===== src/rtl/intersect_monitor_pkg.sv =====
// Shared types for the intersect_monitor checker.
// States, failure causes and the default gap bound.
package intersect_monitor_pkg;

    localparam int MAX_GAP_DEFAULT = 30;

    typedef enum logic [2:0] {
        IDLE   = 3'd0,
        FIRST  = 3'd1,
        GAP    = 3'd2,
        TAIL_B = 3'd3,
        TAIL_C = 3'd4,
        TAIL_D = 3'd5
    } state_t;

    typedef enum logic [2:0] {
        FC_NONE       = 3'd0,
        FC_NO_B_START = 3'd1,
        FC_C_DROP     = 3'd2,
        FC_NO_D_END   = 3'd3,
        FC_TAIL_B     = 3'd4,
        FC_TAIL_C     = 3'd5,
        FC_TAIL_D     = 3'd6,
        FC_TIMEOUT    = 3'd7
    } fail_code_t;

endpackage


===== src/rtl/intersect_monitor_sat_counter.sv =====
// Saturating up-counter used for verdict statistics.
// Holds at all-ones instead of wrapping.
module sat_counter #(
    parameter int WIDTH = 8
) (
    input  logic             clock,
    input  logic             reset,
    input  logic             inc,
    output logic [WIDTH-1:0] count
);

    localparam logic [WIDTH-1:0] ONE = 1;
    localparam logic [WIDTH-1:0] TOP = '1;

    // count up on inc, stick at the top value
    always_ff @(posedge clock) begin
        if (reset) begin
            count <= '0;
        end else if (inc && count != TOP) begin
            count <= count + ONE;
        end
    end

endmodule


===== src/rtl/intersect_monitor.sv =====
// Checker for A |=> ((B ##1 !B[*] ##1 B) intersect (C[*] ##1 D))
// ##1 B ##1 C ##1 D, one attempt at a time, registered verdicts.
module intersect_monitor
    import intersect_monitor_pkg::*;
#(
    parameter int MAX_GAP = MAX_GAP_DEFAULT
) (
    input  logic       clock,
    input  logic       reset,
    input  logic       a,
    input  logic       b,
    input  logic       c,
    input  logic       d,
    output logic       busy,
    output logic       pass,
    output logic       fail,
    output logic [2:0] fail_code,
    output logic [4:0] gap_len,
    output logic       overlap,
    output logic [7:0] pass_count,
    output logic [7:0] fail_count
);

    localparam logic [4:0] K_MAX = 5'(MAX_GAP);

    state_t     state;
    state_t     state_n;
    logic [4:0] k;
    logic [4:0] k_n;
    logic       pass_n;
    logic       fail_n;
    fail_code_t code_n;
    logic       gap_load;

    // state and gap counter registers
    always_ff @(posedge clock) begin
        if (reset) begin
            state <= IDLE;
            k     <= '0;
        end else begin
            state <= state_n;
            k     <= k_n;
        end
    end

    // next state, gap count and verdict decision
    always_comb begin
        state_n  = state;
        k_n      = k;
        pass_n   = 1'b0;
        fail_n   = 1'b0;
        code_n   = FC_NONE;
        gap_load = 1'b0;
        unique case (state)
            IDLE: begin
                if (a) begin
                    state_n = FIRST;
                    k_n     = '0;
                end
            end
            FIRST: begin
                if (!b) begin
                    fail_n = 1'b1;
                    code_n = FC_NO_B_START;
                end else if (!c) begin
                    fail_n = 1'b1;
                    code_n = FC_C_DROP;
                end else begin
                    state_n = GAP;
                    k_n     = '0;
                end
            end
            GAP: begin
                if (b) begin
                    if (d) begin
                        state_n  = TAIL_B;
                        gap_load = 1'b1;
                    end else begin
                        fail_n = 1'b1;
                        code_n = FC_NO_D_END;
                    end
                end else if (!c) begin
                    fail_n = 1'b1;
                    code_n = FC_C_DROP;
                end else if (k == K_MAX) begin
                    fail_n = 1'b1;
                    code_n = FC_TIMEOUT;
                end else begin
                    k_n = k + 5'd1;
                end
            end
            TAIL_B: begin
                if (b) begin
                    state_n = TAIL_C;
                end else begin
                    fail_n = 1'b1;
                    code_n = FC_TAIL_B;
                end
            end
            TAIL_C: begin
                if (c) begin
                    state_n = TAIL_D;
                end else begin
                    fail_n = 1'b1;
                    code_n = FC_TAIL_C;
                end
            end
            TAIL_D: begin
                if (d) begin
                    pass_n = 1'b1;
                end else begin
                    fail_n = 1'b1;
                    code_n = FC_TAIL_D;
                end
            end
            default: state_n = IDLE;
        endcase
        if (pass_n || fail_n) begin
            state_n = IDLE;
        end
    end

    // registered verdict, cause, gap length and overlap pulse
    always_ff @(posedge clock) begin
        if (reset) begin
            pass      <= 1'b0;
            fail      <= 1'b0;
            overlap   <= 1'b0;
            fail_code <= '0;
            gap_len   <= '0;
        end else begin
            pass    <= pass_n;
            fail    <= fail_n;
            overlap <= a && (state != IDLE);
            if (fail_n) begin
                fail_code <= code_n;
            end
            if (gap_load) begin
                gap_len <= k;
            end
        end
    end

    // busy reflects any attempt in flight
    always_comb begin
        busy = (state != IDLE);
    end

    sat_counter #(.WIDTH(8)) u_pass_cnt (
        .clock (clock),
        .reset (reset),
        .inc   (pass),
        .count (pass_count)
    );

    sat_counter #(.WIDTH(8)) u_fail_cnt (
        .clock (clock),
        .reset (reset),
        .inc   (fail),
        .count (fail_count)
    );

endmodule


===== config.mk =====
export PLATFORM = sky130hd
export DESIGN_NAME = intersect_monitor
export DESIGN_NICKNAME = d
export VERILOG_FILES = /design/src/rtl/intersect_monitor_pkg.sv /design/src/rtl/intersect_monitor_sat_counter.sv /design/src/rtl/intersect_monitor.sv
export SDC_FILE = /design/constraint.sdc
export NUM_CORES = 1
export LEC_CHECK = 0
export ABC_AREA = 1
export BUFFER_PORTS_ARGS = -buffer_cell sky130_fd_sc_hd__clkbuf_2
export CORE_MARGIN = 2
export CORE_UTILIZATION = 50
export CTS_CLUSTER_SIZE = 40
export DETAILED_ROUTE_END_ITERATION = 10
export PLACE_DENSITY_LB_ADDON = 0.08
export SETUP_SLACK_MARGIN = 0.3
export SYNTH_ARGS = -nofsm -noshare
export SYNTH_HDL_FRONTEND = slang
export SYNTH_SLANG_ARGS = --single-unit

===== constraint.sdc =====
create_clock -name clock -period 2.7 [get_ports clock]
set_clock_uncertainty 0.1 [all_clocks]
set_input_delay 0.135 -clock clock [delete_from_list [all_inputs] [get_ports clock]]
set_output_delay 0.135 -clock clock [all_outputs]
set_load 0.05 [all_outputs]

# --- After elaboration in Yosys (flattened, before gate mapping) ---
# Cells that the tools add are included.
classes:
  n_eq_ne: 18
  addsub: 3
  n_mul: 0
  bitwise_logic: 1
  n_reduce_logical: 10
  n_div: 0
  n_lt_le_gt_ge: 0
  mux: 37
  n_shift: 0
ops:
  columns: ["cell", "n"]
  rows:
  - ["$mux W3", 13]
  - ["$mux W5", 6]
  - ["$ne A2 B2 Y1 const B", 10]
  - ["$pmux W3 S6", 1]
  - ["$add A8 B1 Y8 const B", 2]
  - ["$ne A8 B8 Y1 const B", 2]
  - ["$pmux W3 S5", 1]
  - ["$pmux W5 S3", 1]
  - ["$mux W1", 11]
  - ["$reduce_and A8 Y1", 1]
  - ["$reduce_and A7 Y1", 1]
  - ["$eq A3 B2 Y1 const B", 2]
  - ["$eq A3 B3 Y1 const B", 2]
  - ["$mux W2", 3]
  - ["$reduce_bool A3 Y1", 2]
  - ["$add A5 B1 Y5 const B", 1]
  - ["$eq A5 B5 Y1 const B", 1]
  - ["$pmux W1 S5", 1]
  - ["$eq A3 B1 Y1 const B", 1]
  - ["$logic_and A1 B1 Y1", 3]
  - ["$logic_not A3 Y1", 1]
  - ["$reduce_or A2 Y1", 1]
  - ["$logic_or A1 B1 Y1", 1]
  - ["$not A1 Y1", 1]
totals:
  word_cells: 78
  mem_bits_ro: 0
  n_memories: 0
  latch_bits: 0
  register_bits: 35
  mem_bits_rw: 0
  in_bits: 6

# --- Depth between registers and ports, before layout ---
logic_depth:
  word_depth: 7
  mapped_depth: 12

# --- Modules after synthesis ---
# From an unflattened synthesis, not the netlist that was laid out.
hier_totals:
  cells_unflattened: 321
  hier_area_um2: 2128.3
modules_own_cells:
  columns: ["mod", "instances", "area_each_um2", "cells_per_inst"]
  rows:
  - ["intersect_monitor", 1, 1159.9, 167]
  - ["sat_counter", 2, 484.2, 77]

# --- Worst setup path after synthesis ---
# No wires, ideal clock.
synth_timing:
  path_kind: "flip-flop to flip-flop"
  start: "register u_pass_cnt.count[0]"
  end: "register u_pass_cnt.count[2]"
  path_stages_with_launch: 11
  setup_time_ps: 110
  path_slack_ps: 844
  path_buffers: 0
  arrival_ps: 1646
  path_cell_list: "dfxtp_1 -> ha_1 -> nand2_1 -> nor3_2 -> nand2_1 -> nand2_2 -> inv_2 -> nand2_1 -> nand2_1 -> nand3b_1 -> inv_1"
synth_between:
  elab_chain_len: 2
synth_lines:
  columns: ["element", "line_no", "text"]
  rows:
  - ["from (decl)", "intersect_monitor_sat_counter.sv:9", "output logic [WIDTH-1:0] count"]
  - ["from (signal assigned)", "intersect_monitor_sat_counter.sv:20", "count <= count + ONE;"]
  - ["branches (longest 2 deep; another with $add A8 B1 Y8)", null, null]
# Several ways; the timed one is not identified.
# A chain may end at the register's enable or synchronous reset.

# --- Final worst setup path ---
layout_timing:
  start: "register state[1]"
  end: "register state[1]"
layout_between:
  elab_chain_len: 4
layout_lines:
  columns: ["element", "line_no", "text"]
  rows:
  - ["from (decl)", "intersect_monitor.sv:26", "state_t state;"]
  - ["from (signal assigned)", "intersect_monitor.sv:41", "state <= state_n;"]
  - ["$eq A3 B3 Y1 (tied with other cells)", "intersect_monitor.sv:54", "unique case (state)"]
  - ["$pmux W1 S5 / $mux W1 (equally long branches)", "intersect_monitor.sv:54", null]
  - ["$logic_or A1 B1 Y1", "intersect_monitor.sv:118", "if (pass_n || fail_n) begin"]
  - ["$reduce_or A2 Y1 (no line)", null, null]
# Several ways; a longest one is shown, not always the timed one.

==> qor_table.md <==
| Stage | Metric | Value |
|---|---|---|
| cts | Clock latency reported for the late side of the worst-skew pair | 290 ps |
| yosys | Combinational family with the most area after synthesis | simple AND/OR/NAND/NOR gates |
| yosys | Flip-flop and latch count after synthesis | 35 |
| power | Portion of total power attributed to the clock network | 0.232 |
| final layout | Area growth from synthesis to layout | 12.5% |
| yosys | Fraction of registers with async set or reset after synthesis | 0 |
| worst setup path | Worst endpoint data arrival time | 1860 ps |
| final layout | Antenna diode count | 0 |
| detailed routing | Overall via count from detail_route | 1776 |
| floorplan | Initial core utilization | 0.527 |
| worst setup path | Critical Path, Cell by Cell | inv_4, ha_1, or2_4, nand2_4, nand3_2, nor2_1 |
| detailed routing | Routed wirelength normalized by instance count | 10.9 um |
| yosys | Synthesized net count | 288 |
| global route | First-pass GRT wire length | 6510 um |
| power | Worst IR drop on VDD | 0.425 mV |
| final layout | Area used by sequential logic in the layout | 701 um^2 |
| detailed routing | Drt drc | 0 |
| cts | Clock H-tree levels | 2 |
| detailed routing | Detailed-route vias per instance | 4.99 |
| power | Leakage component of the power | 0.00101 uW |
| power | Switching part of the total | 0.429 |
| yosys | Cell variety after synth | 31 |
| worst setup path | CP endpoint kind | flip-flop |
| worst setup path | Cell family with most CP delay | flip-flops |
| yosys | Simple logic cell fraction of the synthesized area | 0.373 |
| global route | Vias in the first global route | 1512 |
| yosys | Most instantiated library cell after synthesis | sky130_fd_sc_hd__nand2_1 |
| final layout | Final Cell Area | 0.00220 mm^2 |
| global route | Final global-route overflow total | 0 |
| sta | Final hold vios | 0 |
| final layout | Final nets | 318 |
| yosys | Synthesized area | 0.00196 mm^2 |
| sta | Final Cycle Share | 0.645 |
| worst setup path | Cell with the largest stage delay on the worst path | sky130_fd_sc_hd__dfxtp_1 |
| floorplan | DIE WIDTH | 66.6 um |
| place | Final estimated routing congestion in global placement | 0.854 |
| worst setup path | Data required time of the critical path | 2820 ps |
| cts | Clock root buffer | sky130_fd_sc_hd__clkbuf_8 |
| power | Net Sw Power | 686 uW |
| yosys | Main synth FF type | sky130_fd_sc_hd__dfxtp_1 |
| power | P per Cell Area | 726 mW/mm^2 |
| detailed routing | Detailed Routing Iterations Pass 1 | 4 |
| worst setup path | CP Buf/Inv Count | 1 |
| final layout | Layout cells sized above 1 | 0.224 |
| power | Cell internal power dissipation | 914 uW |
| detailed routing | Number of violations reported at the end of detailed-routing iteration 0 | 78 |
| outcome | Outcome | complete, no violations |
| hold path | Min-delay worst type | in2reg |
| sta | Min Tclk post-route | 1740 ps |
| floorplan | Area of the die | 0.00444 mm^2 |
| yosys | Post-synthesis instance total | 277 |
| yosys | Syn Area/Cell | 7.07 um^2 |
| yosys | Top-area cell type share of the netlist area | 0.358 |
| place | Port Buf Inserts | 33 |
| run | Max capacitance violation total | 0 |
| cts | Longest Clk Path Bufs | 2 |
| sta | Max transition margin | 0.604 |
| power | Sequential group share of total power | 0.383 |
| place | Detailed placement HPWL | 2900 um |
| cts | CTS tree | done |
| yosys | Share of synthesized area occupied by flip-flops and latches | 0.358 |
| detailed routing | Post-detailed-route count of antenna-violating nets | 0 |
| final layout | Multi-input combinational cell area | 0.00106 mm^2 |
| cts | Num Clock Sinks | 35 |
| sta | Fmax | 574 MHz |
| worst setup path | Critical Path Max Stage Delay | 610 ps |
| floorplan | I/O pin count | 34 |
| yosys | Compound-cell area share of the yosys netlist | 0.0920 |
| yosys | Multiplexer area fraction after synthesis | 0 |
| global route | Maximum number of pins on one net before global-route repair | 22 |
| yosys | Number of synthesized flops with an enable pin | 0 |
| sta | Max-slew violation total from the final report | 0 |
| global route | Gr usage total | 0.192 |
| final layout | Final core utilization | 0.593 |
| cts | Hold buffer count at cts | 0 |
| floorplan | Floorplan Core Area | 0.00372 mm^2 |
| detailed routing | Total wire length after detailed routing | 3890 um |
| cts | Number of buffers created by CTS | 5 |
| place | Dpl cell area | 0.00212 mm^2 |
| power | Combinational power share | 0.385 |
| sta | Transition at the pin with the smallest max-transition slack | 593 ps |
| yosys | Post-synth top cells | 64 x sky130_fd_sc_hd__nand2_1, 35 x sky130_fd_sc_hd__dfxtp_1, 28 x sky130_fd_sc_hd__inv_1 |
| yosys | Adder and majority gate portion of the synthesized area | 0.0319 |
| yosys | Synth top area cells | sky130_fd_sc_hd__dfxtp_1 36%, sky130_fd_sc_hd__nand2_1 12%, sky130_fd_sc_hd__a21oi_1 5.6% |
| floorplan | Y dimension of the die | 66.6 um |
| floorplan | FP Rows | 22 |
| worst setup path | Worst Setup Path Type | reg2reg |
| final layout | Layout filler cell count | 356 |
| yosys | Xor and xnor fraction of the mapped netlist area | 0.0447 |
| yosys | Total of warnings raised by yosys | 0 |
| worst setup path | Nature of the critical path startpoint | flip-flop |
| sta | Setup violations, final | 0 |
| yosys | Largest area contributor in the synthesized netlist | sky130_fd_sc_hd__dfxtp_1 |
| cts | Number of setup buffers added after CTS | 0 |
| global route | Initial antenna violation count | 0 |
| worst setup path | Worst Path Max Fanout | 8 |
| cts | Post-cts gate resize count | 0 |
| sta | RSZ-0062 raised after global routing | no |
| sta | Fin Setup TNS | 0 ps |
| cts | Clock input transition at the sequential cells of the worst setup and hold paths | 70 ps |
[through the flow]
step	setup slack (ps)	instances	total power, uW	hold slack [ps]
floorplan	844	277	1150	178
global placement	1030	348	1240	306
detailed placement	977	348	1250	304
CTS	956	356	1610	1.74
global route	808	356	1700	29.0
finish	958	356	1600	4.07
[cells by family (layout without fill, tap and decap cells)]
kind of cell,Yosys count,in the layout
and+or+nand+nor,148,148
buffers and inverters,44,75
AOI/OAI and AO/OA,35,35
DFF,35,35
xor gates and xnor gates,10,10
adders and majority gates,5,5
[area by class of cell]
cell class	count	area share
sequential	35	0.318
tap	48	0.0272
clock inverter	2	0.00568
clock buffer	6	0.0329
timing repair buffer	33	0.0749
inverter	34	0.0602
multi-input combinational	198	0.481
[registers in the layout (all words and copies together), names as in the netlist]
signal / flops
u_fail_cnt.count: 8
u_pass_cnt.count: 8
gap_len: 5
k: 5
fail_code: 3
state: 3
fail: 1
overlap: 1
pass: 1
[path summary, 6_finish.rpt]
kind                    from         end  slack, ps  cells after the start
setup / recovery    state[1]    state[1]        960                      6
hold / removal             a     overlap          4                      3
setup reg to reg    state[1]    state[1]        960                      6
hold reg to reg   gap_len[2]  gap_len[2]        340                      2
[tightest hold or removal path: cells and delay by family]
kind / cells / cell delay (ps)
buf+inv: 2 / 140
simple gates: 1 / 60
[power groups by stage]
| stage | sequential [uW] | combinational (uW) | clock (uW) |
|---|---|---|---|
| floorplan | 651 | 502 | 0 |
| global placement | 624 | 617 | 0 |
| detailed placement | 625 | 620 | 0 |
| CTS | 614 | 621 | 379 |
| global route | 622 | 678 | 403 |
| finish | 613 | 616 | 371 |
[routing by layer]
layer / routed length [um] / part of all wire / up-vias / GRT usage
met4: 71 / 0.018 / 0 / 0.0918
li1: - / - / 942 / -
met1: 1900 / 0.49 / 803 / 0.233
met3: 133 / 0.034 / 6 / 0.0372
met5: 0 / 0 / - / 0
met2: 1790 / 0.46 / 25 / 0.325
[layout by cell type, fill, tap and decap left out, drive strengths merged, types with 2 or more instances in the layout]
master  count
a21oi      22
clkbuf     39
dfxtp      35
ha          5
inv        34
nand2      75
nand3      23
nand3b      2
nand4       7
nor2       32
nor3        7
o21ai      11
xnor2       2
xor2        8
Power figures use the tool's default switching activity.
